**src/rtl/rc4_pkg.sv**
```systemverilog
// Shared types and constants for the RC4 decrypt stage: FSM state encoding,
// default message length and the accepted plaintext character set.
package rc4_pkg;

    localparam int MSG_LEN_DEFAULT = 32;

    localparam logic [7:0] CHAR_LO = 8'h61;
    localparam logic [7:0] CHAR_HI = 8'h7A;
    localparam logic [7:0] CHAR_SP = 8'h20;

    typedef enum logic [3:0] {
        IDLE     = 4'd0,
        RD_SI    = 4'd1,
        WAIT_SI  = 4'd2,
        LATCH_SI = 4'd3,
        RD_SJ    = 4'd4,
        WAIT_SJ  = 4'd5,
        LATCH_SJ = 4'd6,
        WR_SI    = 4'd7,
        WR_SJ    = 4'd8,
        RD_F     = 4'd9,
        WAIT_F   = 4'd10,
        OUT      = 4'd11,
        DONE     = 4'd12
    } rc4_state_e;

    // Lower-case letter or space: the only bytes a correct key can produce.
    function automatic logic is_text_char(input logic [7:0] c);
        return ((c >= CHAR_LO) && (c <= CHAR_HI)) || (c == CHAR_SP);
    endfunction

endpackage

```
**src/rtl/rc4_decrypt_fsm_if.sv**
```systemverilog
// Control handshake plus S-RAM, ciphertext ROM and plaintext RAM ports of the
// RC4 decrypt stage; master is the FSM, slave is the surrounding memories/controller.
interface rc4_decrypt_fsm_if #(
    parameter int MSG_AW = 5
);
    logic              start;
    logic              busy;
    logic              done;
    logic              key_invalid;
    logic [7:0]        s_addr;
    logic [7:0]        s_wdata;
    logic              s_wren;
    logic [7:0]        s_q;
    logic [MSG_AW-1:0] rom_addr;
    logic [7:0]        rom_q;
    logic [MSG_AW-1:0] dout_addr;
    logic [7:0]        dout_data;
    logic              dout_wren;

    modport master (
        input  start, s_q, rom_q,
        output busy, done, key_invalid, s_addr, s_wdata, s_wren,
               rom_addr, dout_addr, dout_data, dout_wren
    );

    modport slave (
        output start, s_q, rom_q,
        input  busy, done, key_invalid, s_addr, s_wdata, s_wren,
               rom_addr, dout_addr, dout_data, dout_wren
    );
endinterface

```
**src/rtl/rc4_char_check.sv**
```systemverilog
// Combinational plaintext screen: valid is high for 'a'..'z' and space.
module rc4_char_check
    import rc4_pkg::*;
(
    input  logic [7:0] data,
    output logic       valid
);
    assign valid = is_text_char(data);
endmodule

```
**src/rtl/rc4_decrypt_fsm.sv**
```systemverilog
// RC4 PRGA: walks the shuffled S-box, XORs the keystream onto the ciphertext ROM
// and writes plaintext. Build option RC4_CHAR_CHECK_EN aborts on a non-text byte.
module rc4_decrypt_fsm
    import rc4_pkg::*;
#(
    parameter int MSG_LEN = MSG_LEN_DEFAULT,
    parameter int MSG_AW  = 5
) (
    input logic               clk,
    input logic               reset,
    rc4_decrypt_fsm_if.master bus
);
    localparam logic [MSG_AW-1:0] K_LAST = MSG_AW'(MSG_LEN - 1);
    localparam logic [MSG_AW-1:0] K_ONE  = MSG_AW'(32'd1);

    rc4_state_e        state_r, state_s;
    logic [7:0]        i_r, i_s, j_r, j_s, si_r, si_s, sj_r, sj_s;
    logic [MSG_AW-1:0] k_r, k_s;
    logic              key_invalid_r, key_invalid_s;

    logic [7:0]        s_addr_r, s_addr_s, s_wdata_r, s_wdata_s;
    logic              s_wren_r, s_wren_s;
    logic [MSG_AW-1:0] rom_addr_r, rom_addr_s, dout_addr_r, dout_addr_s;
    logic [7:0]        dout_data_r, dout_data_s;
    logic              dout_wren_r, dout_wren_s, busy_r, busy_s, done_r, done_s;

`ifdef RC4_CHAR_CHECK_EN
    logic char_ok_s;

    rc4_char_check u_char_check (
        .data  (dout_data_r),
        .valid (char_ok_s)
    );
`endif

    // Next state and working registers (i, j, k, S[i], S[j]).
    always_comb begin
        state_s       = state_r;
        i_s           = i_r;
        j_s           = j_r;
        k_s           = k_r;
        si_s          = si_r;
        sj_s          = sj_r;
        key_invalid_s = key_invalid_r;
        case (state_r)
            IDLE: begin
                if (bus.start) begin
                    state_s       = RD_SI;
                    i_s           = 8'd1;
                    j_s           = 8'd0;
                    k_s           = {MSG_AW{1'b0}};
                    key_invalid_s = 1'b0;
                end else begin
                    state_s = IDLE;
                end
            end
            RD_SI:    state_s = WAIT_SI;
            WAIT_SI:  state_s = LATCH_SI;
            LATCH_SI: begin
                si_s    = bus.s_q;
                j_s     = j_r + bus.s_q;
                state_s = RD_SJ;
            end
            RD_SJ:    state_s = WAIT_SJ;
            WAIT_SJ:  state_s = LATCH_SJ;
            LATCH_SJ: begin
                sj_s    = bus.s_q;
                state_s = WR_SI;
            end
            WR_SI:    state_s = WR_SJ;
            WR_SJ:    state_s = RD_F;
            RD_F:     state_s = WAIT_F;
            WAIT_F:   state_s = OUT;
            OUT: begin
                k_s = k_r + K_ONE;
                i_s = i_r + 8'd1;
`ifdef RC4_CHAR_CHECK_EN
                if (!char_ok_s) begin
                    key_invalid_s = 1'b1;
                    state_s       = DONE;
                end else if (k_r == K_LAST) begin
                    state_s = DONE;
                end else begin
                    state_s = RD_SI;
                end
`else
                if (k_r == K_LAST) begin
                    state_s = DONE;
                end else begin
                    state_s = RD_SI;
                end
`endif
            end
            DONE: begin
                if (!bus.start) begin
                    state_s = IDLE;
                end else begin
                    state_s = DONE;
                end
            end
            default:  state_s = IDLE;
        endcase
    end

    // Output values for the state being entered, so each one is held throughout that state.
    always_comb begin
        s_addr_s    = s_addr_r;
        s_wdata_s   = s_wdata_r;
        s_wren_s    = 1'b0;
        rom_addr_s  = k_s;
        dout_addr_s = dout_addr_r;
        dout_data_s = dout_data_r;
        dout_wren_s = 1'b0;
        case (state_s)
            RD_SI:  s_addr_s = i_s;
            RD_SJ:  s_addr_s = j_s;
            WR_SI: begin
                s_addr_s  = i_s;
                s_wdata_s = sj_s;
                s_wren_s  = 1'b1;
            end
            WR_SJ: begin
                s_addr_s  = j_s;
                s_wdata_s = si_s;
                s_wren_s  = 1'b1;
            end
            RD_F:   s_addr_s = si_s + sj_s;
            OUT: begin
                dout_addr_s = k_s;
                dout_data_s = bus.s_q ^ bus.rom_q;
                dout_wren_s = 1'b1;
            end
            default: s_wren_s = 1'b0;
        endcase
        busy_s = (state_s != IDLE) && (state_s != DONE);
        done_s = (state_s == DONE);
    end

    // State, working and output registers with synchronous reset.
    always_ff @(posedge clk) begin
        if (reset) begin
            state_r       <= IDLE;
            i_r           <= 8'd0;
            j_r           <= 8'd0;
            k_r           <= {MSG_AW{1'b0}};
            si_r          <= 8'd0;
            sj_r          <= 8'd0;
            key_invalid_r <= 1'b0;
            s_addr_r      <= 8'd0;
            s_wdata_r     <= 8'd0;
            s_wren_r      <= 1'b0;
            rom_addr_r    <= {MSG_AW{1'b0}};
            dout_addr_r   <= {MSG_AW{1'b0}};
            dout_data_r   <= 8'd0;
            dout_wren_r   <= 1'b0;
            busy_r        <= 1'b0;
            done_r        <= 1'b0;
        end else begin
            state_r       <= state_s;
            i_r           <= i_s;
            j_r           <= j_s;
            k_r           <= k_s;
            si_r          <= si_s;
            sj_r          <= sj_s;
            key_invalid_r <= key_invalid_s;
            s_addr_r      <= s_addr_s;
            s_wdata_r     <= s_wdata_s;
            s_wren_r      <= s_wren_s;
            rom_addr_r    <= rom_addr_s;
            dout_addr_r   <= dout_addr_s;
            dout_data_r   <= dout_data_s;
            dout_wren_r   <= dout_wren_s;
            busy_r        <= busy_s;
            done_r        <= done_s;
        end
    end

    assign bus.busy        = busy_r;
    assign bus.done        = done_r;
    assign bus.key_invalid = key_invalid_r;
    assign bus.s_addr      = s_addr_r;
    assign bus.s_wdata     = s_wdata_r;
    assign bus.s_wren      = s_wren_r;
    assign bus.rom_addr    = rom_addr_r;
    assign bus.dout_addr   = dout_addr_r;
    assign bus.dout_data   = dout_data_r;
    assign bus.dout_wren   = dout_wren_r;

endmodule

```
**src/flat_wrapper.sv**
```systemverilog
// flat-port wrapper written by rule: the top's interface ports become plain ports
module rc4_decrypt_fsm_flat import rc4_pkg::*;
#(
    parameter int MSG_LEN = MSG_LEN_DEFAULT,
    parameter int MSG_AW  = 5
)
  (clk, reset, bus_start, bus_s_q, bus_rom_q, bus_busy, bus_done, bus_key_invalid, bus_s_addr, bus_s_wdata, bus_s_wren, bus_rom_addr, bus_dout_addr, bus_dout_data, bus_dout_wren);
  rc4_decrypt_fsm_if #(.MSG_AW(MSG_AW)) bus_i ();
  input logic clk;
  input logic reset;
  input wire logic [$bits(bus_i.start)-1:0] bus_start;
  input wire logic [$bits(bus_i.s_q)-1:0] bus_s_q;
  input wire logic [$bits(bus_i.rom_q)-1:0] bus_rom_q;
  output wire logic [$bits(bus_i.busy)-1:0] bus_busy;
  output wire logic [$bits(bus_i.done)-1:0] bus_done;
  output wire logic [$bits(bus_i.key_invalid)-1:0] bus_key_invalid;
  output wire logic [$bits(bus_i.s_addr)-1:0] bus_s_addr;
  output wire logic [$bits(bus_i.s_wdata)-1:0] bus_s_wdata;
  output wire logic [$bits(bus_i.s_wren)-1:0] bus_s_wren;
  output wire logic [$bits(bus_i.rom_addr)-1:0] bus_rom_addr;
  output wire logic [$bits(bus_i.dout_addr)-1:0] bus_dout_addr;
  output wire logic [$bits(bus_i.dout_data)-1:0] bus_dout_data;
  output wire logic [$bits(bus_i.dout_wren)-1:0] bus_dout_wren;
  assign bus_i.start = bus_start;
  assign bus_i.s_q = bus_s_q;
  assign bus_i.rom_q = bus_rom_q;
  assign bus_busy = bus_i.busy;
  assign bus_done = bus_i.done;
  assign bus_key_invalid = bus_i.key_invalid;
  assign bus_s_addr = bus_i.s_addr;
  assign bus_s_wdata = bus_i.s_wdata;
  assign bus_s_wren = bus_i.s_wren;
  assign bus_rom_addr = bus_i.rom_addr;
  assign bus_dout_addr = bus_i.dout_addr;
  assign bus_dout_data = bus_i.dout_data;
  assign bus_dout_wren = bus_i.dout_wren;
  rc4_decrypt_fsm #(.MSG_LEN(MSG_LEN), .MSG_AW(MSG_AW)) u_core (.clk(clk), .reset(reset), .bus(bus_i));
endmodule
```
**config.mk**
```make
export PLATFORM = sky130hd
export DESIGN_NAME = rc4_decrypt_fsm_flat
export DESIGN_NICKNAME = d
export VERILOG_FILES = /design/src/rtl/rc4_pkg.sv /design/src/rtl/rc4_decrypt_fsm_if.sv /design/src/rtl/rc4_char_check.sv /design/src/rtl/rc4_decrypt_fsm.sv /design/src/flat_wrapper.sv
export SDC_FILE = /design/constraint.sdc
export NUM_CORES = 1
export LEC_CHECK = 0
export BUFFER_PORTS_ARGS = -buffer_cell sky130_fd_sc_hd__buf_2
export CORE_MARGIN = 5
export CORE_UTILIZATION = 48
export DETAILED_ROUTE_END_ITERATION = 12
export GPL_ROUTABILITY_DRIVEN = 0
export PLACE_DENSITY = 0.69
export SYNTH_ARGS = -nofsm -noshare
export SYNTH_HDL_FRONTEND = slang
export SYNTH_HIERARCHICAL = 1
export SYNTH_SLANG_ARGS = --single-unit
```
**constraint.sdc**
```tcl
create_clock -name clk -period 3.85 [get_ports clk]
set_input_delay 0.1925 -clock clk [delete_from_list [all_inputs] [get_ports clk]]
set_output_delay 0.1925 -clock clk [all_outputs]
set_load 0.01 [all_outputs]
```
Word-level counts from Yosys, hierarchy flattened
Cells that the tools add are included.
Storage, ports and cells
  register bits: 74
  input port bits: 19
  output and inout bits: 39
  logic and storage cells: 64
Cells by class
  add/subtract/negate cells: 4
  equal/unequal tests: 21
  muxes and demuxes: 16
  bitwise operators: 1
  reductions and logical operators: 8
Operator list (number)
  4-bit case mux with 13 select lines: 1
  8-bit case mux with 2 select lines: 3
  4-bit equality test (second input constant): 9
  8-bit two-way mux: 4
  4-bit by 3-bit equality test with 1-bit output (second input constant): 6
  8-bit case mux with 3 select lines: 1
  8-bit adder: 2
  5-bit case mux with 2 select lines: 1
  8-bit by 1-bit adder with 8-bit output (second input constant): 1
  4-bit by 1-bit equality test with 1-bit output (second input constant): 2
  4-bit by 2-bit equality test with 1-bit output (second input constant): 2
  4-bit two-way mux: 2
  8-bit bitwise XOR: 1
  2-bit OR reduction: 3
  5-bit by 1-bit adder with 5-bit output (second input constant): 1
  5-bit equality test (second input constant): 1
  5-bit two-way mux: 1
  4-bit zero test: 1
  4-bit inequality test (second input constant): 1
  4-bit nonzero test: 1
  1-bit two-way mux: 3
  3-bit nonzero test: 1
  2-bit nonzero test: 1
  1-bit logical AND: 1

Logic depth before layout (Yosys ltp)
  depth in word-level cells: 6
  gate-level depth with buffers: 15
  gate-level depth less buffers: 12

Least setup slack after synthesis
No wires, ideal clock.
  kind: reg-to-reg
  from: reg u_core.state_r[0]
  to: reg u_core.s_addr_r[7], in the netlist u_core/bus.s_addr[7]
  arrival: 3.131 ns
  required time: 3.728 ns
  path slack: 0.597 ns
  stages on the path, launching flop included: 14
  path buffers: 3
  clock period less this slack: 3.253 ns
  cells stage by stage: dfxtp_1 buf_2 nor4bb_1 buf_2 buf_2 mux2i_1 inv_1 ha_1 a211oi_1 o21bai_1 a2111oi_0 nor3_1 xnor2_1 a311o_1
Between the ends
  elaborated cells on any way between the ends: 28
  those cells by class: add/sub (1); eq/ne (17); mux (6); reduce/logical (4)
RTL lines
  start: declaration: line rc4_decrypt_fsm.sv:16  | rc4_state_e state_r, state_s;
  start signal: assignment: line rc4_decrypt_fsm.sv:159  | state_r <= state_s;
  4-bit by 2-bit equality test with 1-bit output: line rc4_decrypt_fsm.sv:45  | case (state_r)
  8-bit two-way mux: line rc4_decrypt_fsm.sv:45
  net u_core.si_s[1]: line rc4_decrypt_fsm.sv:17  | logic [7:0] i_r, i_s, j_r, j_s, si_r, si_s, sj_r, sj_s;
  8-bit adder: line rc4_decrypt_fsm.sv:127  | RD_F: s_addr_s = si_s + sj_s;
  8-bit case mux with 3 select lines: line rc4_decrypt_fsm.sv:114  | case (state_s)
  end signal: assignment: line rc4_decrypt_fsm.sv:166  | s_addr_r <= s_addr_s;
  end: declaration: line rc4_decrypt_fsm.sv:21  | logic [7:0] s_addr_r, s_addr_s, s_wdata_r, s_wdata_s;
The timed path passes the listed nets, and every way through them passes these cells.
A chain may end at the register's enable or synchronous reset.

Worst setup path after layout
Same ends and word-level chain as after synthesis.

==> qor.yml <==
status: "completed"
crit_path_start_kind: "register"
post-route-period-util: 0.811
dp_cells: 613
fp.dieW_um: 101
path_buf_inv: 1
grt_util_met1: 0.275
n_antenna_cell: 0
cts.repair.resized: 0
slowest_stage: "a2111oi_0"
synth_area_um2: 3960
grt_pass1_vias: 3465
drt_iter0_markers: 230
fin_nets: 557
finalSetupViolations: 0
stdcell_count: 629
cts_hold_buf: 0
worst-setup-path-type: "register to register"
grt_pass1_wl_um: 16800
ys_ff_latch: 74
yosysMostFrequentCell: "dfxtp_1"
grt_max_degree: 68
r2r_cells: 10
cts-root-buf: "clkbuf_8"
hold_class: "input pin to register"
async_reset_ff_frac: 0
slew_headroom: 0.357
wirelength_um: 10500
rsz0062_at_grt: "false"
clk_path_buf_depth: 2
multiInputGateArea_um2: 2300
cp_cell_sequence: "nor4bb_4 > mux2i_1 > inv_1 > ha_1 > a211oi_1 > o21bai_1 > a2111oi_0 > nor3_1 > xnor2_1 > a311o_1"
total_power_mw: 1.76
clock_sinks: 74
p_leak_nw: 1.92
initial_utilization: 0.487
synth_top_area_cell: "dfxtp_1"
ff2ff_setup_slack_ps: 730
layout-drive-gt1-share: 0.176
grt_antenna_before_repair: 0
worstMarginPinSlew_ps: 965
row_count: 33
clock_latency_ps: 350
fmax_ghz: 0.320
holdPathEnd: "u_core/bus.dout_data[1]"
busiest_layer: "met2"
hold_violations: 0
cp.arrival_ps: 3350
syn_inst: 474
cap_viol_max_count: 0
fillers: 785
die_area_um2: 10200
area_growth_pct: 14.2
r2r_start: "u_core/state_r[0]"
dp_hpwl_um: 7570
fin_util: 0.556
pwr_density_cell_nw_per_um2: 390
use_met3: 0.0519
r2r-end: "u_core/bus.s_addr[7]"
tns_ps: 0
regArea_um2: 1480
syn_avg_cell_area_um2: 8.35
hold_path.startpoint: "bus_rom_q[1]"
grt_overflow: 0
fp.dieH_um: 101
ys_types: 70
worst_ep_required_time_ps: 4080
vias: 3638
yosys_warnings: 6
synth_flop_cell: "dfxtp_1"
fin_skew_ps: 8.29
path_delay_family: "compound AO/OA/AOI/OAI gates"
hold_path_depth: 3
fin_crit_ps: 3120
slowest_delay_ps: 410
io_pins: 58
crit_path_end_kind: "register"
cts_buffers: 9
postCtsSetupBuffers: 0
synth-edff-count: 0
ant_nets: 0
core_area_um2: 8130
netlist.area_leader.share: 0.374
portBuffers: 56
dr.pass1.iters: 5
wl_per_cell_um: 16.7
peakVddDrop_uv: 197
grt_use_total: 0.208
h-tree-depth: 3
slew_violations: 0
clkTransAtPathRegs_ps: 80
cts_tree: "yes"
yosysSeqAreaShare: 0.374
path_max_fanout: 5
drc: 0
synthTopCellsByArea: "dfxtp_1, nor2_1, nand2_1, ha_1, a21oi_1"
viasPerCell: 5.78
grtUsageMet2: 0.342
synthesis.nets: 512
yosys-top-cells-count: "dfxtp_1, nor2_1, nand2_1"
[cell type report]
class,count,share of cell area
inverters,7,0.00581
clock buffers,11,0.0313
repair buffers,66,0.0786
well taps,105,0.0290
clock inverters,5,0.0188
multi-input cells,361,0.509
flip-flops and latches,74,0.328
[state kept, by name, summed over array words and instances (netlist names), 4 cells and up]
signal / flops
u_core/bus.dout_data: 8
u_core/bus.s_wdata: 8
u_core/bus.dout_addr: 5
u_core/si_r: 8
u_core/state_r: 4
u_core/i_r: 8
u_core/bus.rom_addr: 5
u_core/j_r: 8
u_core/sj_r: 8
u_core/bus.s_addr: 8
[cells in the final DEF (no fill, tap or decap), types with 5 or more instances in the layout]
cell type  count
buf_2         56
nand2_1       59
buf_4         10
inv_1          6
o21a_1         6
clkbuf_8      10
a21oi_1       39
a31oi_1        5
o21ai_0       17
dfxtp_1       74
nor2_1        61
nor3_1        10
nand3_1        7
and2_1         5
a21o_1         5
a211oi_1      20
ha_1          17
a22oi_1        8
xnor2_1       14
nor3b_1        5
o221a_1        5
[metal layers]
metal | vias up | wire length [µm] | part of all wire
met2 | 105 | 5040 | 0.48
met3 | 14 | 613 | 0.058
li1 | 1797 | - | -
met1 | 1722 | 4720 | 0.45
met5 | - | 0 | 0
met4 | 0 | 123 | 0.012
[power breakdown]
part	leakage, nW	switching (mW)	total [mW]	internal (mW)
Clock	0.111	0.296	0.683	0.388
Sequential	0.599	0.0207	0.812	0.791
Combinational	1.21	0.162	0.268	0.106
[through the flow]
| step | hold WS, ps | area (µm²) | setup WS (ps) |
|---|---|---|---|
| floorplan | 351 | 3960 | 597 |
| global placement | 451 | 4300 | 860 |
| detailed placement | 458 | 4300 | 769 |
| CTS | 121 | 4520 | 746 |
| global route | 127 | 4520 | 394 |
| finish | 136 | 4520 | 728 |
[how the worst max path moves through the flow]
stage                                  from              endpoint  slack (ps)  depth (start not counted)
final                     u_core/state_r[0]  u_core/bus.s_addr[7]         730                         10
after global routing      u_core/state_r[0]  u_core/bus.s_addr[7]         390                         10
after CTS                 u_core/state_r[0]  u_core/bus.s_addr[7]         750                         10
after detailed placement  u_core/state_r[0]  u_core/bus.s_addr[7]         770                         10
after global placement    u_core/state_r[0]  u_core/bus.s_addr[7]         860                         10
after floorplan           u_core/state_r[0]  u_core/bus.s_addr[7]         600                         13
[kinds of logic after synthesis]
kind of cell    Yosys count  synth area share
other cells               1          0.000947
flops                    74             0.374
buf+inv                  39            0.0483
compound gates          139             0.245
xor+xnor                 18            0.0398
mux                       5            0.0130
fa+ha+maj                19            0.0638
simple gates            179             0.215
[worst min-delay path: stages]
cell,delay (ps)
buf_2,80
xnor2_1,100
a211oi_1,60
Note: power is estimated with default switching activity, not from simulation.
